==> config.mk <==
export PLATFORM = sky130hd
export DESIGN_NAME = imem_loader
export DESIGN_NICKNAME = d
export VERILOG_FILES = /design/src/rtl/cpu_pkg.sv /design/src/rtl/imem_loader_cnt.sv /design/src/rtl/imem_loader.sv
export SDC_FILE = /design/constraint.sdc
export NUM_CORES = 1
export LEC_CHECK = 0
export ABC_CLOCK_PERIOD_IN_PS = 2150
export BUFFER_PORTS_ARGS = -buffer_cell sky130_fd_sc_hd__buf_2
export CORE_MARGIN = 3
export CORE_UTILIZATION = 45
export DETAILED_ROUTE_END_ITERATION = 16
export PLACE_DENSITY = 0.88
export REMOVE_ABC_BUFFERS = 1
export SYNTH_ARGS = -nofsm -noshare
export SYNTH_HDL_FRONTEND = slang
export SYNTH_SLANG_ARGS = --single-unit
==> constraint.sdc <==
create_clock -name clk_i -period 2.15 [get_ports clk_i]
set_clock_uncertainty 0.2 [all_clocks]
set_input_delay 0.43 -clock clk_i [delete_from_list [all_inputs] [get_ports clk_i]]
set_output_delay 0.43 -clock clk_i [all_outputs]
set_load 0.005 [all_outputs]
==> src/rtl/cpu_pkg.sv <==
// rtl/cpu_pkg.sv - shared constants and loader state encoding
package cpu_pkg;
  localparam int IMEM_WORDS = 256;
  localparam int DMEM_BYTES = 32;
  localparam int WORD_W     = 32;
  localparam int BYTE_W     = 8;
  localparam int IMEM_AW    = 8;
  localparam int DMEM_AW    = 5;

  typedef enum logic [2:0] {
    ST_IDLE,
    ST_CLEAR,
    ST_LOAD,
    ST_ARG,
    ST_RUN,
    ST_ERR
  } state_e;
endpackage

==> src/rtl/imem_loader_cnt.sv <==
// rtl/imem_loader_cnt.sv - loadable up-counter with terminal-count flag
module imem_loader_cnt #(
  parameter int W = 8
) (
  input  logic         clk_i,
  input  logic         rst_i,
  input  logic         ld_i,
  input  logic [W-1:0] ld_val_i,
  input  logic         en_i,
  input  logic [W-1:0] max_i,
  output logic [W-1:0] cnt_o,
  output logic         tc_o
);
  logic [W-1:0] cnt_q;

  // Load wins over increment so a phase change restarts cleanly at ld_val_i.
  always_ff @(posedge clk_i) begin
    if (rst_i) begin
      cnt_q <= '0;
    end else if (ld_i) begin
      cnt_q <= ld_val_i;
    end else if (en_i) begin
      cnt_q <= cnt_q + 1'b1;
    end
  end

  assign cnt_o = cnt_q;
  assign tc_o  = (cnt_q == max_i);
endmodule

==> src/rtl/imem_loader.sv <==
// rtl/imem_loader.sv - clears memories, streams a program into imem, writes the argument, starts the CPU
module imem_loader #(
  parameter int IMEM_WORDS = cpu_pkg::IMEM_WORDS,
  parameter int ARG_BYTES  = 4
) (
  input  logic        clk_i,
  input  logic        rst_i,
  input  logic        load_req_i,
  input  logic [31:0] arg_i,
  input  logic        s_valid_i,
  output logic        s_ready_o,
  input  logic [31:0] s_data_i,
  input  logic        s_last_i,
  output logic        imem_we_o,
  output logic [7:0]  imem_addr_o,
  output logic [31:0] imem_wdata_o,
  output logic        dmem_we_o,
  output logic [4:0]  dmem_addr_o,
  output logic [7:0]  dmem_wdata_o,
  output logic        cpu_rstn_o,
  output logic        cpu_start_o,
  output logic        busy_o,
  output logic        done_o,
  output logic        err_o
);
  import cpu_pkg::state_e, cpu_pkg::ST_IDLE, cpu_pkg::ST_CLEAR, cpu_pkg::ST_LOAD;
  import cpu_pkg::ST_ARG, cpu_pkg::ST_RUN, cpu_pkg::ST_ERR;

  localparam int AW = cpu_pkg::IMEM_AW;

  state_e                    state_q, state_d;
  logic [cpu_pkg::WORD_W-1:0] arg_q, arg_d;
  logic                      run_q, run_d;
  logic                      cnt_ld, cnt_en, cnt_tc;
  logic [AW-1:0]             cnt;

  imem_loader_cnt #(.W(AW)) u_cnt (
    .clk_i    (clk_i),
    .rst_i    (rst_i),
    .ld_i     (cnt_ld),
    .ld_val_i ('0),
    .en_i     (cnt_en),
    .max_i    (AW'(IMEM_WORDS - 1)),
    .cnt_o    (cnt),
    .tc_o     (cnt_tc)
  );

  always_ff @(posedge clk_i) begin
    if (rst_i) begin
      state_q <= ST_IDLE;
      arg_q   <= '0;
      run_q   <= 1'b0;
    end else begin
      state_q <= state_d;
      arg_q   <= arg_d;
      run_q   <= run_d;
    end
  end

  always_comb begin
    state_d      = state_q;
    arg_d        = arg_q;
    cnt_ld       = 1'b0;
    cnt_en       = 1'b0;
    s_ready_o    = 1'b0;
    imem_we_o    = 1'b0;
    imem_addr_o  = cnt;
    imem_wdata_o = '0;
    dmem_we_o    = 1'b0;
    dmem_addr_o  = cnt[cpu_pkg::DMEM_AW-1:0];
    dmem_wdata_o = '0;
    busy_o       = 1'b0;
    done_o       = 1'b0;
    err_o        = 1'b0;
    unique case (state_q)
      ST_IDLE, ST_RUN, ST_ERR: begin
        done_o = (state_q == ST_RUN);
        err_o  = (state_q == ST_ERR);
        if (load_req_i) begin
          state_d = ST_CLEAR;
          arg_d   = arg_i;
          cnt_ld  = 1'b1;
        end
      end
      ST_CLEAR: begin
        busy_o    = 1'b1;
        imem_we_o = 1'b1;
        dmem_we_o = (cnt < AW'(cpu_pkg::DMEM_BYTES));
        cnt_en    = 1'b1;
        if (cnt_tc) begin
          state_d = ST_LOAD;
          cnt_ld  = 1'b1;
        end
      end
      ST_LOAD: begin
        busy_o       = 1'b1;
        s_ready_o    = 1'b1;
        imem_we_o    = s_valid_i;
        imem_wdata_o = s_data_i;
        if (s_valid_i) begin
          if (s_last_i) begin
            state_d = ST_ARG;
            cnt_ld  = 1'b1;
          end else if (cnt_tc) begin
            // Overflow: the word at the top address is kept, the counter does not wrap.
            state_d = ST_ERR;
          end else begin
            cnt_en = 1'b1;
          end
        end
      end
      ST_ARG: begin
        busy_o       = 1'b1;
        dmem_we_o    = 1'b1;
        dmem_wdata_o = arg_q[{cnt[1:0], 3'b000} +: cpu_pkg::BYTE_W];
        cnt_en       = 1'b1;
        if (cnt == AW'(ARG_BYTES - 1)) begin
          state_d = ST_RUN;
        end
      end
      default: state_d = ST_IDLE;
    endcase
    run_d = (state_d == ST_RUN);
  end

  // Both CPU controls follow the registered RUN membership, so they move only on entering or leaving RUN.
  assign cpu_rstn_o  = run_q;
  assign cpu_start_o = run_q;
endmodule

# Yosys cells after proc, flatten, opt, wreduce, memory -nomap -nowiden
# Index checks and enable logic that the tools add are counted.
[totals] reg_bits=44
[classes] addsub=1 order_cmp=1 n_eq_ne=8 shift=1 muxes=24 reduce_logical=6
[ops] cell="32-bit 2-to-1 mux" n=1
[ops] cell="32-bit by 6-bit variable part select with 8-bit output" n=1
[ops] cell="3-bit 2-to-1 mux" n=6
[ops] cell="3-bit case mux with 4 select lines" n=1
[ops] cell="1-bit 2-to-1 mux" n=11
[ops] cell="3-bit equality test, second input constant" n=3
[ops] cell="8-bit by 1-bit adder with 8-bit output, second input constant" n=1
[ops] cell="8-bit by 2-bit equality test with 1-bit output, second input constant" n=1
[ops] cell="8-bit equality test, second input constant" n=1
[ops] cell="8-bit by 6-bit < comparator with 1-bit output, second input constant" n=1
[ops] cell="8-bit 2-to-1 mux" n=1
[ops] cell="3-bit by 2-bit equality test with 1-bit output, second input constant" n=2
[ops] cell="1-bit case mux with 2 select lines" n=3
[ops] cell="3-bit OR reduction" n=2
[ops] cell="2-bit OR reduction" n=2
[ops] cell="3-bit by 1-bit equality test with 1-bit output, second input constant" n=1
[ops] cell="3-bit logical NOT" n=1
[ops] cell="1-bit case mux with 3 select lines" n=1
[ops] cell="2-bit AND reduction" n=1

# Depth between registers and ports, before layout
# Gate-level depths: netlist (run 1).
[depth] ltp_word=6 ltp_mapped=8 ltp_nobuf=5

# By module
# Synthesis (run 1) repeated with hierarchy kept, for this count alone.
[hier_totals] hier_cells=314 area_unflattened_um2=2509.9
[by_module_without_submodules] mod="imem_loader" instances=1 cells_each=249 area_each_um2=1956.9
[by_module_without_submodules] mod="imem_loader_cnt" instances=1 cells_each=65 area_each_um2=553.0

# Least setup slack after synthesis (run 1)
# Ideal clock, no wire load.
[synth_timing] path_kind="register to output" start="reg u_cnt.cnt_q[0] (netlist: u_cnt.cnt_o[0])" end="out dmem_wdata_o[0]" t_arrival_ns=1.380 required_ns=1.520 setup_slack_ns=0.140 path_stages_with_launch=4 cell_sequence="dfxtp_1 -> buf_2 -> mux4_2 -> and3_1"
[synth_between] elab_chain_cells=2
[synth_rtl] element="start: declaration" line="imem_loader_cnt.sv:14" rtl="logic [W-1:0] cnt_q;"
[synth_rtl] element="start signal: assignment" line="imem_loader_cnt.sv:21" rtl="cnt_q <= ld_val_i;"
[synth_rtl] element="start signal: assignment" line="imem_loader_cnt.sv:23" rtl="cnt_q <= cnt_q + 1'b1;"
[synth_rtl] element="32-bit by 6-bit variable part select with 8-bit output" line="imem_loader.sv:115" rtl="dmem_wdata_o = arg_q[{cnt[1:0], 3'b000} +: cpu_pkg::BYTE_W];"
[synth_rtl] element="8-bit 2-to-1 mux" line="imem_loader.sv:75" rtl="unique case (state_q)"
[synth_rtl] element="end: declaration" line="imem_loader.sv:19" rtl="output logic [7:0] dmem_wdata_o,"
# No other way between the ends.

# Worst setup path in the final report (run 1)
[layout_timing] start="reg u_cnt.cnt_q[0] (netlist: u_cnt.cnt_o[0])" end="out dmem_wdata_o[2]"
# Same word-level chain as after synthesis.

==> reports/qor.csv, run 1 <==
stage,metric,value,unit
logic_synthesis,yosysUniqueCellTypes,42,
drt,drtIter0Drc,157,
cts,htreeDepth,2,
outcome,violations,setup timing,
power,powerDensity,495,nW/um^2
logic_synthesis,synth-edff-count,0,
logic_synthesis,synth_area_leaders,"dfxtp_1 36%, nand2_1 11%, and2_1 9.3%, a21oi_1 7.8%, mux4_2 7.4%",
logic_synthesis,synth-seq-area-share,36.2,%
sta,relSlewSlack,64.5,%
power,p_leak,0.00156,uW
cts,cts_inserted_buffers,5,
sta,hold_viol,0,
place,dp.cells,482,
logic_synthesis,postSynthCellCount,300,
worst_setup_path,path_class,flip-flop to output port,
logic_synthesis,synthArstFlopShare,0,%
drt,wire_per_inst,14.1,um
drt,wirelength,6.96,mm
global_routing,grt_usage,21.4,%
global_routing,grt.overflow.total,0,
worst_setup_path,crit_path_start_kind,flip-flop,
logic_synthesis,mappedNetlistArea,2430,sq um
final_layout,fillers,432,
sta,setup_ws,-0.0335,ns
global_routing,first_global_vias,2304,
power,power,1660,uW
logic_synthesis,synthTopCellsByCount,"70 x nand2_1, 44 x dfxtp_1, 38 x a21oi_1",
worst_setup_path,path_max_fanout,8,
worst_setup_path,arrival,1.55,ns
global_routing,grt_pass1_wl,10.8,mm
logic_synthesis,yosysWarnings,0,
sta,fmax,0.458,GHz
logic_synthesis,yosysTopAreaCellShare,36.2,%
cts,clkLatencyLatePin,0.29,ns
final_layout,nets,494,
cts,clk_path_buf_depth,2,
logic_synthesis,synth_top_cell_by_area,dfxtp_1,
sta,setup_viol,8,
floorplan,core_area,5170,sq um
logic_synthesis,syn_area_per_cell,8.11,sq um
cts,clk_pin_slew,0.09,ns
global_routing,antenna_found_initial,0,
sta,fin_crit_sh,102,%
final_layout,antenna-diode-count,0,
sta,worst_pin_slew,0.528,ns
place,numPortBuffers,129,
sta,finalMaxSlewViolations,0,
global_routing,grt_max_degree,34,
cts,cts_tree,yes,
cts,hold_buffers,0,
final_layout,layout-drive-gt1-share,42.8,%
drt,drc,0,
floorplan,fp.dieW,79.5,um
cts,clock_sinks,44,
place,dp_hpwl,5.23,mm
floorplan,die-area,6320,sq um
floorplan,io_pins,130,
sta,layout_min_cycle_time,2.18,ns
place,routabilityCongestion,0.926,
power,ir_drop,0.407,mV
drt,routed_via_density,5.19,
final_layout,final_cell_count_no_fill,495,
job,drv_cap,0,
cts,cts_root_buf,clkbuf_8,
drt,ant_nets,0,
worst_hold_path,hp-class,input port to flip-flop,
outcome,status,"finished, violations left",
final_layout,area_delta_synth_final,38.2,%
drt,vias,2567,
sta,rsz0062_at_grt,true,
worst_setup_path,cp.required,1.52,ns
floorplan,num_rows,26,
worst_setup_path,worst_setup_path_end_kind,output port,
floorplan,start_util,47.0,%
logic_synthesis,yosysMostFrequentCell,nand2_1,
floorplan,die_h,79.5,um
logic_synthesis,synth-seq-cells,44,
logic_synthesis,synth_flop_cell,dfxtp_1,
drt,drtPass1Iterations,4,
[metal layers]
| metal | GRT usage, % | vias up | routed length [um] |
|---|---|---|---|
| li1 | - | 1271 | - |
| met1 | 24.0 | 1151 | 2510 |
| met2 | 38.4 | 135 | 3560 |
| met3 | 7.11 | 10 | 812 |
| met4 | 5.50 | 0 | 78 |
| met5 | 0 | - | 0 |
[worst paths after layout]
| kind | to | startpoint | cells after the start | slack (ns) |
|---|---|---|---|---|
| worst min register to register | arg_q[3] | arg_q[3] | 2 | 0.26 |
| worst max-delay path | dmem_wdata_o[2] | u_cnt.cnt_o[0] | 4 | -0.03 |
| worst min-delay path | arg_q[18] | arg_i[18] | 3 | 0.17 |
| worst max register to register | u_cnt.cnt_o[0] | u_cnt.cnt_o[0] | 8 | 0.10 |
[cell type report]
class	count	area (sq um)	area share [%]
clock inverter	2	16.3	0.484
timing repair buffer	145	832	24.8
inverter	1	3.75	0.112
multi-input combinational	227	1460	43.6
clock buffer	6	72.6	2.16
tap	70	87.6	2.61
sequential	44	885	26.3
[critical path, cell delays in order, from the launching register on]
cell,delay (ns)
dfxtp_2,0.35
buf_12,0.13
mux4_2,0.50
and3_4,0.16
buf_6,0.11
[stage by stage]
step                instance area (sq um)  TNS (ns)  worst slack (ns)  util (%)  hold WS (ns)
CTS                                  3280    -0.292           -0.0451      63.5         0.159
global placement                     3120         0             0.186      60.4         0.239
detailed placement                   3120         0             0.128      60.4         0.247
finish                               3360    -0.213           -0.0335      65.0         0.165
floorplan                            2280     -2.83            -0.274         -         0.227
global route                         3360    -0.716            -0.103      65.0         0.160
[cells in the final DEF, fill, tap and decap left out, types with 3 or more instances in the layout]
cell and instances:
and2_1 36, mux2i_1 4, nand3_1 7, o21ai_0 3, buf_2 123, buf_4 13
buf_6 7, a21oi_1 38, nor2b_1 4, dfxtp_2 3, nand2_1 70, nor3_1 3
dfxtp_1 41, nand3b_1 4, clkbuf_8 5, o211ai_1 3, mux4_2 8, and3_4 7
nor2_1 6
[where the power goes]
part	switching [uW]	total [uW]	internal [uW]	leakage [uW]
registers	23.8	880	856	0.000361
logic	134	265	132	0.00116
clock network	286	517	231	0.0000414
total	443	1660	1220	0.00156
[repair_timing]
action,in CTS,in global routing
buffers inserted,2,3
pin swaps,6,3
resized for setup,12,13
endpoints found under the hold margin,0,0
endpoints found under the setup margin,27,50
[cell families (layout without fill, tap and decap cells)]
kind of cell	Yosys count	in the layout	synth area share, %
adders and majority gates	1	1	0.514
DFF	44	44	36.2
and+or+nand+nor	155	155	32.9
muxes	12	12	9.05
AOI/OAI and AO/OA	59	59	15.0
buffers and inverters	29	154	6.33
[flip-flops by register name (all words and copies together) (netlist names)]
signal / count
arg_q: 32
cpu_rstn_o: 1
state_q: 3
u_cnt.cnt_o: 8
(Power assumes the default switching activity.)
==> run 2: changes to the inputs <==
--- a/config.mk
+++ b/config.mk
@@ -5,12 +5,15 @@
 export SDC_FILE = /design/constraint.sdc
 export NUM_CORES = 1
 export LEC_CHECK = 0
+export ABC_AREA = 1
 export ABC_CLOCK_PERIOD_IN_PS = 2150
 export BUFFER_PORTS_ARGS = -buffer_cell sky130_fd_sc_hd__buf_2
+export CELL_PAD_IN_SITES_DETAIL_PLACEMENT = 0
+export CELL_PAD_IN_SITES_GLOBAL_PLACEMENT = 1
 export CORE_MARGIN = 3
-export CORE_UTILIZATION = 45
+export CORE_UTILIZATION = 30
 export DETAILED_ROUTE_END_ITERATION = 16
-export PLACE_DENSITY = 0.88
+export PLACE_DENSITY = 0.89
 export REMOVE_ABC_BUFFERS = 1
 export SYNTH_ARGS = -nofsm -noshare
 export SYNTH_HDL_FRONTEND = slang
==> run 2 against run 1 <==
Effect of this change: the flow now finishes without violations; first-iteration DRC count shrank 52%; register-to-register slack gained 0.21 ns; worst setup slack gained 0.11 ns; highest routed layer unchanged.
==> reports/qor.csv, run 2 <==
stage,metric,value,unit
outcome,status,completed,
place,routabilityCongestion,0.794,
drt,drtIter0Drc,75,
sta,hold_viol,0,
drt,drc,0,
worst_setup_path,crit_path_frequent_cell,inv_2,
floorplan,die-area,9550,sq um
final_layout,nets,595,
floorplan,fp.dieW,97.7,um
cts,clock_sinks,44,
worst_setup_path,crit_buf_inv,3,
drt,ant_nets,0,
worst_setup_path,cp_slowest_cell,dfxtp_1,
worst_setup_path,path_max_fanout,9,
final_layout,fin_area,3400,sq um
worst_setup_path,reg2reg_from,state_q[2],
floorplan,die_h,97.7,um
worst_setup_path,worst_setup_path_end_kind,output port,
logic_synthesis,yosysWarnings,0,
logic_synthesis,synthArstFlopShare,0,%
logic_synthesis,mappedNetlistArea,2520,sq um
global_routing,grt_util_met3,4.29,%
worst_setup_path,r2r-end,arg_q[18],
logic_synthesis,synth-seq-area-share,34.9,%
final_layout,final_cell_mix,"139 x nor2_1, 129 x buf_2, 49 x o21ai_0",
power,power,1860,uW
global_routing,first_global_vias,2665,
logic_synthesis,synth_flop_cell,dfxtp_1,
global_routing,antenna_found_initial,0,
worst_setup_path,path_class,flip-flop to output port,
cts,htreeDepth,2,
global_routing,grt_use_met1,18.7,%
drt,routed_via_density,4.49,
cts,cts_tree,yes,
worst_setup_path,r2r_slack,0.31,ns
final_layout,final_common_cell,nor2_1,
worst_setup_path,crit_family,flip-flops,
logic_synthesis,yosysMostFrequentCell,nor2_1,
place,dp.cells,619,
logic_synthesis,syn_area_per_cell,6.27,sq um
sta,rsz0062_at_grt,true,
place,dpl_cell_area,3230,sq um
logic_synthesis,synth-edff-count,0,
sta,fmax,0.482,GHz
worst_setup_path,rr_worst_depth,7,
final_layout,largest_register_ffs,32,
logic_synthesis,postSynthCellCount,403,
worst_setup_path,arrival,1.44,ns
cts,clk_path_buf_depth,2,
global_routing,grt_usage,15.1,%
sta,setup_viol,0,
sta,worst_pin_slew,0.338,ns
drt,wire_per_inst,11.4,um
sta,hold_slack,0.105,ns
final_layout,finish.utilization,42.8,%
global_routing,grt_pass1_wl,12.0,mm
worst_setup_path,worstSetupEndpoint,dmem_wdata_o[4],
final_layout,antenna-diode-count,0,
floorplan,start_util,31.8,%
logic_synthesis,yosysTopAreaCellShare,34.9,%
drt,drtPass1Iterations,4,
drt,vias,2819,
floorplan,core_area,7930,sq um
final_layout,layout-drive-gt1-share,34.4,%
worst_setup_path,cp.depth,6,
final_layout,final_cell_count_no_fill,628,
logic_synthesis,synthTopCellsByCount,"139 x nor2_1, 49 x o21ai_0, 48 x inv_1",
power,p_leak,0.00185,uW
floorplan,io_pins,130,
job,drv_cap,0,
place,numPortBuffers,129,
sta,layout_min_cycle_time,2.07,ns
worst_setup_path,crit_path_start,state_q[2],
power,powerDensity,547,nW/um^2
sta,fin_crit_sh,96.5,%
worst_setup_path,crit_path_start_kind,flip-flop,
floorplan,num_rows,32,
logic_synthesis,synth_area_leaders,"dfxtp_1 35%, nor2_1 21%, o21ai_0 9.7%, inv_1 7.1%, nand2_1 5.4%",
global_routing,grt.busiest_layer,met2,
final_layout,area_delta_synth_final,34.5,%
worst_setup_path,crit_chain,inv_2 > nand2_4 > nor2_4 > inv_2 > a21oi_1 > buf_2,
global_routing,use_met2,25.6,%
global_routing,grt_max_degree,37,
worst_setup_path,critPathMaxStageDelay,0.37,ns
logic_synthesis,synth-seq-cells,44,
power,ir_drop,0.324,mV
worst_hold_path,hp-class,input port to flip-flop,
cts,clk_pin_slew,0.09,ns
drt,wirelength,7.19,mm
sta,relSlewSlack,77.4,%
global_routing,grt.overflow.total,0,
logic_synthesis,synth_top_cell_by_area,dfxtp_1,
place,dp_hpwl,5.46,mm
worst_setup_path,cp.required,1.52,ns
cts,cts_root_buf,clkbuf_8,
logic_synthesis,yosysUniqueCellTypes,26,
final_layout,top_register,arg_q,
cts,cts_inserted_buffers,5,
sta,finalMaxSlewViolations,0,
cts,clkLatencyLatePin,0.30,ns
[run 2: metrics by stage]
| stage | setup WS, ns | setup TNS [ns] |
|---|---|---|
| floorplan | 0.161 | 0 |
| global placement | 0.278 | 0 |
| detailed placement | 0.273 | 0 |
| CTS | 0.0169 | 0 |
| global route | -0.0298 | -0.0932 |
| finish | 0.0751 | 0 |
[run 2: worst min-delay path by stage]
stage                          from  cells after the start    endpoint  slack (ns)
final                         rst_i                      2  state_q[1]        0.10
after global routing          rst_i                      2  state_q[1]        0.11
after CTS                     rst_i                      2  state_q[1]        0.11
after detailed placement  arg_q[27]                      2   arg_q[27]        0.27
after global placement    arg_q[14]                      2   arg_q[14]        0.26
after floorplan           arg_q[10]                      2   arg_q[10]        0.25
[run 2: cell families (layout without fill, tap and decap cells)]
kind of cell / Yosys count / after routing / synth area share, %
AO/OA/AOI/OAI: 69 / 69 / 14.9
XOR/XNOR: 3 / 3 / 1.04
adder cells (fa/ha/maj): 1 / 1 / 0.495
buffers and inverters: 78 / 201 / 13.4
flip-flops: 44 / 44 / 34.9
AND/OR/NAND/NOR: 208 / 208 / 35.3
[run 2: layer usage]
metal  vias to the layer above  share of wire, %  routed length, um
li1                       1479                 -                  -
met4                         0               1.0                 72
met2                       120                45               3200
met3                         6               9.6                689
met5                         -                 0                  0
met1                      1214                45               3230
[run 2: final cells by class]
cell class / count / area (sq um)
timing repair buffer: 140 / 728
multi-input combinational: 281 / 1340
fill: 859 / 4530
clock inverter: 3 / 47.5
sequential: 44 / 887
tap: 102 / 128
clock buffer: 5 / 68.8
inverter: 53 / 199
[run 2: what timing repair did]
action	CTS	global route
pin swaps	0	4
setup endpoints to repair	6	8
setup buffers	0	1
hold endpoints to repair	0	0
resized for setup	2	9
hold buffers	0	0
[run 2: where the power goes]
| part | leakage, uW | switching [uW] | internal (uW) | total (uW) |
|---|---|---|---|---|
| Sequential | 0.000364 | 32.9 | 871 | 904 |
| Clock | 0.0000583 | 302 | 350 | 652 |
| Combinational | 0.00143 | 170 | 131 | 301 |
==> run 3: changes to the inputs <==
--- a/config.mk
+++ b/config.mk
@@ -7,7 +7,7 @@
 export LEC_CHECK = 0
 export ABC_AREA = 1
 export ABC_CLOCK_PERIOD_IN_PS = 2150
-export BUFFER_PORTS_ARGS = -buffer_cell sky130_fd_sc_hd__buf_2
+export BUFFER_PORTS_ARGS = -buffer_cell sky130_fd_sc_hd__buf_4
 export CELL_PAD_IN_SITES_DETAIL_PLACEMENT = 0
 export CELL_PAD_IN_SITES_GLOBAL_PLACEMENT = 1
 export CORE_MARGIN = 3
==> run 3 against run 2 <==
Effect of this change: via count grew 0.50%; cell count is the same; flip-flop and latch count is the same; combinational power grew 14%; sequential share of layout area shrank 2.2 points; first-iteration DRC count grew 9.3%; sequential power is essentially flat; non-clock buffer count is the same; clock power shrank 13%; final area grew 9.4%; critical endpoint is now dmem_we_o; highest routed layer unchanged.
==> reports/qor.csv, run 3 (same netlist as run 2, synthesis figures left out) <==
stage,metric,value,unit
job,drv_cap,0,
final_layout,largest_register_ffs,32,
drt,drtPass1Iterations,4,
final_layout,antenna-diode-count,0,
worst_setup_path,crit_path_start_kind,flip-flop,
sta,hold_viol,0,
place,dp.cells,620,
place,routabilityCongestion,0.830,
worst_setup_path,critPathMaxStageDelay,0.39,ns
worst_setup_path,cp_slowest_cell,dfxtp_2,
global_routing,grt_max_degree,37,
final_layout,multi_input_area,1340,sq um
sta,fin_crit_sh,95.4,%
floorplan,num_rows,32,
floorplan,start_util,31.8,%
sta,fmax,0.487,GHz
worst_setup_path,cp.required,1.52,ns
drt,wire_per_inst,12.1,um
worst_setup_path,crit_family,buffers and inverters,
sta,finalMaxSlewViolations,0,
drt,wirelength,7.58,mm
sta,setup-tns-final,0,ns
cts,clkLatencyLatePin,0.30,ns
final_layout,area_delta_synth_final,47.1,%
cts,htreeDepth,2,
floorplan,die-area,9550,sq um
drt,ant_nets,0,
power,ir_drop,0.292,mV
final_layout,fillers,832,
drt,routed_via_density,4.51,
drt,drtIter0Drc,82,
sta,layout_min_cycle_time,2.05,ns
power,power,1820,uW
worst_setup_path,crit_chain,inv_2 > nand2_4 > nor2_4 > inv_2 > nand2_1 > buf_4,
worst_setup_path,arrival,1.42,ns
final_layout,layout-drive-gt1-share,34.8,%
place,numPortBuffers,129,
worst_setup_path,r2r-end,u_cnt.cnt_o[1],
global_routing,grt_usage,15.5,%
cts,cts_inserted_buffers,5,
drt,drc,0,
worst_hold_path,hp-class,input port to flip-flop,
worst_setup_path,r2r_slack,0.48,ns
worst_setup_path,crit_path_start,state_q[2],
worst_setup_path,crit_path_frequent_cell,inv_2,
global_routing,antenna_found_initial,0,
final_layout,final_cell_mix,"139 x nor2_1, 139 x buf_4, 49 x o21ai_0",
final_layout,final_cell_count_no_fill,628,
final_layout,seq_area,890,sq um
worst_setup_path,crit_buf_inv,3,
worst_setup_path,cp.depth,6,
place,dp_hpwl,5.63,mm
floorplan,core_area,7930,sq um
cts,clk_pin_slew,0.09,ns
worst_hold_path,whs_path_depth,2,
worst_setup_path,worst_setup_path_end_kind,output port,
sta,setup_viol,0,
worst_setup_path,rr_worst_depth,8,
worst_setup_path,reg2reg_from,u_cnt.cnt_o[1],
power,p_leak,0.00190,uW
floorplan,fp.dieW,97.7,um
cts,clock_sinks,44,
final_layout,top_register,arg_q,
cts,cts_tree,yes,
global_routing,grt.overflow.total,0,
final_layout,nets,595,
cts,cts_root_buf,clkbuf_8,
drt,vias,2833,
cts,hold_buffers,0,
worst_setup_path,path_class,flip-flop to output port,
sta,relSlewSlack,74.6,%
worst_setup_path,worstSetupEndpoint,dmem_we_o,
power,powerDensity,489,nW/um^2
worst_setup_path,path_max_fanout,9,
cts,clk_path_buf_depth,2,
outcome,status,completed,
floorplan,die_h,97.7,um
global_routing,grt_pass1_wl,12.3,mm
global_routing,first_global_vias,2682,
floorplan,io_pins,130,
sta,rsz0062_at_grt,false,
cts,post_cts_buffers,0,
sta,worst_pin_slew,0.378,ns
run 3: worst register-to-register path: stages, from the launching register on:
cell and delay, ns:
dfxtp_2 0.41, ha_1 0.20, inv_1 0.05, nor2_2 0.17, nand2_2 0.12, nor2_1 0.17
nor2_2 0.07, nand2_4 0.14, a21oi_2 0.05
run 3: metrics by stage:
stage / cell area, sq um / hold slack, ns / worst slack [ns] / utilization, %
finish: 3710 / 0.0836 / 0.0985 / 46.9
floorplan: 2390 / 0.249 / 0.161 / -
CTS: 3680 / 0.0919 / 0.00185 / 46.4
global route: 3710 / 0.0870 / 0.00352 / 46.9
detailed placement: 3580 / 0.268 / 0.306 / 45.1
global placement: 3580 / 0.257 / 0.292 / 45.1
run 3: power by group:
group | leakage, uW | switching, uW | internal [uW]
clock network | 0.0000434 | 310 | 260
registers | 0.000365 | 31.7 | 871
logic | 0.00149 | 175 | 170
run 3: repair_timing:
item,in CTS,in global routing
pin swaps,0,1
endpoints found under the setup margin,4,11
resized for setup,2,11
run 3: worst min path at each step:
stage               slack (ns)  startpoint    endpoint
CTS                       0.09       rst_i  state_q[1]
detailed placement        0.27   arg_q[24]   arg_q[24]
global route              0.09       rst_i  state_q[1]
floorplan                 0.25   arg_q[10]   arg_q[10]
finish                    0.08       rst_i  state_q[1]
global placement          0.26   arg_q[24]   arg_q[24]
run 3: layout make-up:
class                           instances  area share [%]
Multi-Input combinational cell        281            36.0
Tap cell                              102            3.44
Clock inverter                          2           0.404
Inverter                               53            5.36
Sequential cell                        44            23.9
Timing Repair Buffer                  140            28.6
Clock buffer                            6            2.22
run 3: metal layers:
metal  track usage, %  vias up  routed length, um
li1                 -     1476                  -
met1             20.2     1243               3390
met2             25.3      107               3410
met3             5.07        7                717
met4             3.19        0                 65
met5                0        -                  0
